### src/rtl/rx_pkg.sv
// rtl/rx_pkg.sv - shared types and constants for the receive frame controller
//
// Purpose: FSM state encoding, broadcast address, minimum frame length and
// the saturating increment used by the drop counters.
`timescale 1ns/1ps

package rx_pkg;

  typedef enum logic [2:0] {
    IDLE  = 3'd0,
    DEST  = 3'd1,
    RECV  = 3'd2,
    CHECK = 3'd3,
    HOLD  = 3'd4,
    SKIP  = 3'd5,
    DROP  = 3'd6
  } rx_state_t;

  localparam logic [7:0] BCAST   = 8'h2A;
  localparam int         MIN_LEN = 3;

  // Drop counters stick at all-ones instead of wrapping back to zero.
  function automatic logic [7:0] sat_inc8(input logic [7:0] v);
    return (v == 8'hFF) ? v : v + 8'd1;
  endfunction

endpackage

### src/rtl/rx_frame_buf.sv
// rtl/rx_frame_buf.sv - single-frame byte buffer with registered read port
//
// Purpose: DEPTH x 8 RAM, one write port and one read port.
// Ports:
//   clk, reset        clock, synchronous active-low reset (read register only)
//   wr_en/waddr/wdata byte write, committed on the same clk edge
//   rd_en/raddr       read request; rdata updates on the next edge
//   rdata             registered read data, 0 after reset
`timescale 1ns/1ps

module rx_frame_buf #(
  parameter int DEPTH = 64,
  parameter int AW    = $clog2(DEPTH)
) (
  input  logic          clk,
  input  logic          reset,
  input  logic          wr_en,
  input  logic [AW-1:0] waddr,
  input  logic [7:0]    wdata,
  input  logic          rd_en,
  input  logic [AW-1:0] raddr,
  output logic [7:0]    rdata
);

  logic [7:0] mem [0:DEPTH-1];

  // Storage is intentionally not reset; only the read register is.
  always_ff @(posedge clk) begin
    if (wr_en) begin
      mem[waddr] <= wdata;
    end
  end

  always_ff @(posedge clk) begin
    if (!reset) begin
      rdata <= 8'h00;
    end else if (rd_en) begin
      rdata <= mem[raddr];
    end
  end

endmodule

### src/rtl/rx_frame_ctrl.sv
// rtl/rx_frame_ctrl.sv - receive frame sequencer: address filter, buffer, host handoff
//
// Purpose: filters frames on destination address, stores one frame, checks
// length/error status and hands the frame to the host byte by byte. Bad
// frames and frames arriving while a frame is held are dropped and counted.
// Ports:
//   clk, reset     clock, synchronous active-low reset
//   cardet, SFD    carrier detect / frame-receive state from the receiver
//   write, data    received byte strobe and value
//   error          receiver error indication
//   rrdy, rrd      frame available / host read strobe
//   rdata          registered buffer byte at the read pointer
//   rlen           accepted frame length
//   rsrc, rtype    source address and type byte of the held frame
//   err_cnt        saturating count of dropped bad frames
//   ovf_cnt        saturating count of frames dropped while busy
`timescale 1ns/1ps

module rx_frame_ctrl
  import rx_pkg::*;
#(
  parameter logic [7:0] MAC_ADDR  = 8'h07,
  parameter int         BUF_DEPTH = 64,
  parameter int         LW        = $clog2(BUF_DEPTH) + 1
) (
  input  logic          clk,
  input  logic          reset,
  input  logic          cardet,
  input  logic          SFD,
  input  logic          write,
  input  logic [7:0]    data,
  input  logic          error,
  output logic          rrdy,
  input  logic          rrd,
  output logic [7:0]    rdata,
  output logic [LW-1:0] rlen,
  output logic [7:0]    rsrc,
  output logic [7:0]    rtype,
  output logic [7:0]    err_cnt,
  output logic [7:0]    ovf_cnt
);

  localparam int            AW       = $clog2(BUF_DEPTH);
  localparam logic [LW-1:0] DEPTH_L  = LW'(BUF_DEPTH);
  localparam logic [LW-1:0] MIN_L    = LW'(MIN_LEN);
  localparam logic [LW-1:0] ONE_L    = LW'(1);
  localparam logic [LW-1:0] TWO_L    = LW'(2);

  rx_state_t     state, next_state;
  logic          sfd_d;
  logic          sfd_rise, sfd_fall;
  logic [LW-1:0] wptr, rptr;

  logic store;
  logic wptr_clr;
  logic load_len;
  logic rd_adv;
  logic err_inc;
  logic ovf_inc;
  logic addr_match;

  assign sfd_rise   = SFD & ~sfd_d;
  assign sfd_fall   = ~SFD & sfd_d;
  assign addr_match = (data == MAC_ADDR) || (data == BCAST);
  assign rrdy       = (state == HOLD);

  always_ff @(posedge clk) begin
    if (!reset) begin
      state <= IDLE;
    end else begin
      state <= next_state;
    end
  end

  always_comb begin
    next_state = state;
    store      = 1'b0;
    wptr_clr   = 1'b0;
    load_len   = 1'b0;
    rd_adv     = 1'b0;
    err_inc    = 1'b0;
    ovf_inc    = 1'b0;
    unique case (state)
      IDLE: begin
        if (sfd_rise) begin
          wptr_clr   = 1'b1;
          next_state = DEST;
        end
      end
      DEST: begin
        if (error) begin
          err_inc    = 1'b1;
          next_state = DROP;
        end else if (write) begin
          if (addr_match) begin
            store = 1'b1;
            // A one-byte frame that ends here still goes through CHECK.
            next_state = sfd_fall ? CHECK : RECV;
          end else begin
            next_state = SKIP;
          end
        end else if (sfd_fall) begin
          next_state = CHECK;
        end
      end
      RECV: begin
        // Error beats a simultaneous write; a write past a full buffer
        // drops the frame; otherwise a write alongside the SFD fall is
        // stored before the length check.
        if (error) begin
          err_inc    = 1'b1;
          next_state = DROP;
        end else if (write && (wptr == DEPTH_L)) begin
          err_inc    = 1'b1;
          next_state = DROP;
        end else begin
          store = write;
          if (sfd_fall) begin
            next_state = CHECK;
          end
        end
      end
      CHECK: begin
        if (wptr < MIN_L) begin
          err_inc    = 1'b1;
          next_state = IDLE;
        end else begin
          load_len   = 1'b1;
          next_state = HOLD;
        end
      end
      HOLD: begin
        if (sfd_rise) begin
          ovf_inc = 1'b1;
        end
        if (rrd) begin
          rd_adv = 1'b1;
          if (rptr == (rlen - ONE_L)) begin
            next_state = IDLE;
          end
        end
      end
      SKIP, DROP: begin
        if (!SFD && !cardet) begin
          next_state = IDLE;
        end
      end
      default: next_state = IDLE;
    endcase
  end

  always_ff @(posedge clk) begin
    if (!reset) begin
      sfd_d   <= 1'b0;
      wptr    <= '0;
      rptr    <= '0;
      rlen    <= '0;
      rsrc    <= 8'h00;
      rtype   <= 8'h00;
      err_cnt <= 8'h00;
      ovf_cnt <= 8'h00;
    end else begin
      sfd_d <= SFD;
      if (wptr_clr) begin
        wptr <= '0;
      end else if (store) begin
        wptr <= wptr + ONE_L;
      end
      if (store && (wptr == ONE_L)) begin
        rsrc <= data;
      end
      if (store && (wptr == TWO_L)) begin
        rtype <= data;
      end
      if (load_len) begin
        rlen <= wptr;
        rptr <= '0;
      end else if (rd_adv) begin
        rptr <= (next_state == IDLE) ? '0 : rptr + ONE_L;
      end
      if (err_inc) begin
        err_cnt <= sat_inc8(err_cnt);
      end
      if (ovf_inc) begin
        ovf_cnt <= sat_inc8(ovf_cnt);
      end
    end
  end

  rx_frame_buf #(
    .DEPTH (BUF_DEPTH),
    .AW    (AW)
  ) u_buf (
    .clk   (clk),
    .reset (reset),
    .wr_en (store),
    .waddr (wptr[AW-1:0]),
    .wdata (data),
    .rd_en (state == HOLD),
    .raddr (rptr[AW-1:0]),
    .rdata (rdata)
  );

endmodule

### config.mk
export PLATFORM = sky130hd
export DESIGN_NAME = rx_frame_ctrl
export DESIGN_NICKNAME = d
export VERILOG_FILES = /design/src/rtl/rx_pkg.sv /design/src/rtl/rx_frame_buf.sv /design/src/rtl/rx_frame_ctrl.sv
export SDC_FILE = /design/constraint.sdc
export NUM_CORES = 1
export LEC_CHECK = 0
export CORE_MARGIN = 1.5
export CORE_UTILIZATION = 45
export CTS_CLUSTER_DIAMETER = 50
export DETAILED_ROUTE_END_ITERATION = 8
export GPL_TIMING_DRIVEN = 0
export PLACE_DENSITY = 0.63
export SKIP_CTS_REPAIR_TIMING = 1
export SYNTH_ARGS = -nofsm -noshare
export SYNTH_HDL_FRONTEND = slang
export SYNTH_SLANG_ARGS = --single-unit
### constraint.sdc
create_clock -name clk -period 4.2 [get_ports clk]
set_input_delay 1.05 -clock clk [delete_from_list [all_inputs] [get_ports clk]]
set_output_delay 1.05 -clock clk [all_outputs]
set_load 0.02 [all_outputs]
# Word-level counts from Yosys, hierarchy flattened
# Memories as Yosys holds them, arrays and structs flattened. A register that Yosys moved wholly into a read port is not among the register bits.
# Index checks and enable logic that the tools add are counted.
# word_totals
n_memories	1
output_inout_bits	48
inputBits	15
ram_bits	512
word_cells	86
regBits	57
# memory_table
memory	words	width	read_ports	rd_clocked_by_memory_dff	write_ports	line	source
u_buf.mem	64	8	1	1	1	rx_frame_buf.sv:25	logic [7:0] mem [0:DEPTH-1];
# op_classes
mux	34
reduce_logical	15
bitwise	7
n_lt_le_gt_ge	1
n_addsub	5
eq_ne	14
# ops
cell	count
two-way mux 3 bit	11
two-way mux 1 bit	19
case mux 3 bit (6 select lines)	1
adder 8 x 1 -> 8 bit, second input constant	2
== test 8 bit, second input constant	2
adder 7 x 1 -> 7 bit, second input constant	2
== test 3 bit, second input constant	3
== test 8 x 3 -> 1 bit, second input constant	1
== test 8 x 6 -> 1 bit, second input constant	1
== test 7 x 1 -> 1 bit, second input constant	1
== test 7 x 2 -> 1 bit, second input constant	1
== test 7 bit	1
== test 7 bit, second input constant	1
less-than comparator 7 x 2 -> 1 bit, second input constant	1
two-way mux 7 bit	1
subtractor 7 x 1 -> 7 bit, second input constant	1
== test 3 x 2 -> 1 bit, second input constant	2
logical NOT 3 bit	2
OR reduction 2 bit	3
NOT 1 bit	5
logical AND 1 bit	4
AND reduction 2 bit	2
== test 3 x 1 -> 1 bit, second input constant	1
logical NOT 1 bit	3
other kinds (4)	5

# Depth between registers and ports, before layout
# depth
ltp_word	9
depth_mapped	11
ltp_nobuf	8

# Hierarchy
# A second synthesis with hierarchy kept.
# hier_totals
hier_cells	1382
hier_area_um2	23348.6
# modules_own_cells
module	seq_area_each_um2	cells_per_inst	area_each_um2	n_inst
rx_frame_buf	15534.9	1044	20338.3	1
rx_frame_ctrl	1141.1	338	3010.4	1

# Least setup slack after synthesis
# Ideal clock, no wire load.
# synth_path
path_kind	input -> register
startpoint	input port data[7]
endpoint	memory u_buf.mem[57][0] (enable)
cell_stages	7
required_time_ns	3.829
path_buffers	1
path_slack_ns	1.086
arrival_ns	2.744
setup_ns	0.371
path_cell_list	nor4b_1 o2111ai_1 a21boi_1 buf_2 and2b_1 nand3_1 nor2_1
# synth_via
elab_chain_cells	8
elab_cells_between_ends	9
cone_classes	2 x eq/ne; 6 x mux; 1 x reduce/logical
# synth_rtl
element	line	source
from (decl)	rx_frame_ctrl.sv:31	input logic [7:0] data,
== test 8 x 3 -> 1 bit or == test 8 x 6 -> 1 bit (tied branches)	rx_frame_ctrl.sv:64	assign addr_match = (data == MAC_ADDR) || (data == BCAST);
logical OR 1 bit *	rx_frame_ctrl.sv:64	
two-way mux 1 bit *	rx_frame_ctrl.sv:95	if (addr_match) begin
two-way mux 1 bit *	rx_frame_ctrl.sv:94	end else if (write) begin
two-way mux 1 bit *	rx_frame_ctrl.sv:91	if (error) begin
case mux 1 bit (2 select lines) *	rx_frame_ctrl.sv:83	unique case (state)
two-way mux 1 bit *	rx_frame_buf.sv:29	if (wr_en) begin
two-way mux 1 bit (not written as such) *	rx_frame_buf.sv:30	mem[waddr] <= wdata;
to (decl)	rx_frame_buf.sv:25	
# Every way passes the cells marked *; elsewhere a longest branch is shown, timed or not.

# Worst setup path after layout
# layout_path
startpoint	input port data[7]
endpoint	memory u_buf.mem[4][7] (enable)
# Same word-level chain as after synthesis.

==> summary.txt <==
Finish
  • Synthesis-to-finish area growth: 15.3%
  • Fraction of layout cells with a size suffix above 1: 0.230
  • Fin nets: 1,397
  • Ant diodes: 0
  • Filler instances: 3,994
  • Multi-input logic area: 6200 sq um
  • Register Area: 16,700 sq um

Detailed routing
  • Met2 wire length: 26,100 microns
  • Number of vias per cell: 5.84
  • Final WL: 56,300 microns
  • First DRT Iteration DRCs: 1,422
  • First-pass iteration count of the detailed router: 5
  • Uppermost layer routed: met4
  • DR vias: 12,200
  • Met1 WL: 24,000 microns
  • Routed wl met3: 4210 microns
  • WL/cell: 26.9 microns
  • DRC Markers: 0
  • ANT nets after route: 0

Worst setup path
  • Worst r2r src: wptr[0]
  • CP most frequent cell: buf_2
  • CP startpoint: data[7]
  • Setup CP Type: primary input to flip-flop
  • Crit path max-delay family: simple AND/OR/NAND/NOR gates
  • Critical Path Max Stage Delay: 0.91 ns
  • Critical Path Source Type: primary input
  • CP Capture Type: flip-flop
  • Worst path slowest cell: nor2_1
  • WP data required: 4.44 ns
  • Arrival time at the worst endpoint: 4.43 ns
  • CP Cell Sequence: buf_2, buf_12, nor4b_1, o2111ai_1, a21boi_1, buf_2, and2_1, nand2_1, nor2_1
  • Critical path depth: 9
  • CP Buf/Inv Count: 3
  • R2R cell count: 10
  • CP max FO: 35

STA
  • # setup viols final: 0
  • Hold slack: 0.520 ns
  • Max_slew headroom: 0.266
  • Max Fclk: 239 MHz
  • Clock skew: 0.0186 ns
  • Endpoints failing hold: 0
  • RSZ-0062 raised after global routing: true
  • Final Cycle Share: 0.998
  • Minimum clock period: 4.19 ns
  • Max-slew violations: 0
  • Actual slew at the worst max-slew pin: 1.10 ns
  • Setup ws final: 0.0101 ns

GRT
  • Pin count of the biggest net entering global routing: 49
  • Initial antenna violation count: 0
  • Global route overflow: 0
  • Vias in the first global route: 12,500
  • GRT Overall Usage: 0.218
  • First-pass GRT wire length: 83,300 microns

Logic synthesis
  • Sequential element share of the synthesized area: 0.722
  • Top FF cell, synth: edfxtp_1
  • Syn Area/Cell: 18.6 sq um
  • Post-synth EDFFs: 512
  • Asr flop ratio synth: 0
  • Cell area after synthesis: 23,100 sq um
  • Synth Net Count: 1,267
  • Synthesis Warnings: 0
  • Count of cell types in the netlist: 70
  • #FFs+latches synth: 577
  • Synth Instances: 1,244

Floorplanning
  • Core ar.: 50,400 sq um
  • Core Rows: 82
  • Die W: 230 microns
  • Die area: 52,700 sq um
  • Initial Util: 0.458
  • Die span in y: 230 microns
  • # IOs: 63

Hold path
  • WHS Path Cells: 1
  • Hold path start: u_buf.rdata[4]
  • Hold crit path type: flip-flop to flip-flop

Place
  • Detailed placement HPWL: 38,000 microns
  • GPL Wtd Cong: 0.918
  • Count of buffers from port buffering: 62
  • Post-place setup slack: -0.749 ns

Run status
  • Outcome: complete, no violations

Pwr
  • Cell area power density: 471 nW/um^2
  • Worst vdd ir: 0.284 mV
  • P_leak: 8.33 nW
  • Tot Pwr: 0.0125 W

Clocking
  • CTS Buffer Depth: 3
  • CTS tree: built
  • # clock sinks: 577
  • CTS H-Tree Depth: 2
  • CTS root buffer: clkbuf_16
  • Clk slew on worst S/H paths: 0.06 ns
  • Worst-Skew Late Latency: 0.62 ns
  • CTS Buf Count: 58

Flow run
  • Max-cap violations: 0
-- synth_stat cells (3+ instances only) --
cell type / count / area [sq um]
a22oi_1: 13 / 97.6
nand4_1: 14 / 87.6
or3_1: 3 / 18.8
mux2i_1: 35 / 350
inv_1: 8 / 30.0
nor3_1: 6 / 30.0
a22o_1: 12 / 105
mux2_2: 7 / 78.8
buf_2: 18 / 90.1
nor2_1: 89 / 334
buf_1: 12 / 45.0
ha_1: 8 / 100
a211oi_1: 14 / 105
and2_1: 21 / 131
nand2b_1: 5 / 31.3
edfxtp_1: 512 / 15400
nand3_1: 15 / 75.1
and3_1: 5 / 31.3
buf_4: 6 / 45.0
clkbuf_1: 27 / 101
xor2_1: 15 / 131
a31oi_1: 3 / 18.8
xnor2_1: 16 / 140
nor2b_1: 34 / 213
a21oi_1: 24 / 120
buf_6: 4 / 45.0
o22ai_1: 9 / 56.3
o21ai_0: 15 / 75.1
mux4_2: 136 / 3060
dfxtp_1: 65 / 1300
a21boi_0: 5 / 37.5
nand2_1: 38 / 143
o211a_1: 3 / 30.0
-- kinds of logic after synthesis --
logic type	count (synthesis)	share of synthesized area
xor gates and xnor gates	32	0.0128
DFF	577	0.722
AOI/OAI and AO/OA	123	0.0385
adders and majority gates	8	0.00434
muxes	178	0.151
and+or+nand+nor	249	0.0550
buffers and inverters	77	0.0158
-- per-stage QoR --
step / setup TNS, ns / cell area (sq um) / cells / utilization
2_1_floorplan: 0 / 23100 / 1244 / -
3_3_place_gp: -1112.99 / 24500 / 1978 / 0.487
3_5_place_dp: -236.01 / 24700 / 1986 / 0.490
4_1_cts: -2.19 / 26500 / 2091 / 0.525
5_1_grt: -14.29 / 26600 / 2091 / 0.528
6_report: 0 / 26600 / 2091 / 0.528
-- path summary, 6_finish.rpt --
check | to | slack, ns
worst max-delay path | u_buf.mem[4][7] | 0.01
worst max register to register | u_buf.mem[4][7] | 0.28
worst min-delay path | u_buf.rdata[4] | 0.52
worst min register to register | u_buf.rdata[4] | 0.52
-- sequential cells by signal (all words and copies together) (netlist names), 8 cells and up --
register	flops
u_buf.mem	512
err_cnt	8
ovf_cnt	8
rsrc	8
rtype	8
u_buf.rdata	8
-- report_power, final --
group	leakage [nW]	switching, W	internal, W
logic	2.34	0.000720	0.000560
clock network	0.864	0.00215	0.00276
registers	5.13	0.0000494	0.00629
total	8.33	0.00292	0.00961
-- placed cells by master, fill, tap and decap left out, types with 13 or more instances in the layout --
cell,synthesis,layout
buf_2,18,26
a211oi_1,14,14
a22oi_1,13,13
mux2i_1,35,35
nand4_1,14,14
clkbuf_1,27,46
a21oi_1,24,24
clkdlybuf4s50_1,0,54
o21ai_0,15,15
nor2b_1,34,34
dfxtp_1,65,65
xnor2_1,16,16
xor2_1,15,15
nand2_1,38,38
mux4_2,136,136
clkbuf_16,0,59
and2_1,21,21
nor2_2,0,34
edfxtp_1,512,512
nor2_1,89,48
-- layer usage --
| metal | GRT usage | up-vias |
|---|---|---|
| met5 | 0 | - |
| met2 | 0.335 | 507 |
| met4 | 0.0872 | 0 |
| met3 | 0.0392 | 111 |
| li1 | - | 5273 |
| met1 | 0.310 | 6328 |
-- cell type report --
class / instances / area share
plain buffers: 67 / 0.0123
clock buffers: 81 / 0.0597
clock inverters: 24 / 0.00738
inverters: 10 / 0.00141
multi-input cells: 590 / 0.233
flip-flops and latches: 577 / 0.627
well taps: 672 / 0.0316
repair buffers: 70 / 0.0278
No activity file was read; power rests on OpenSTA's default activity.
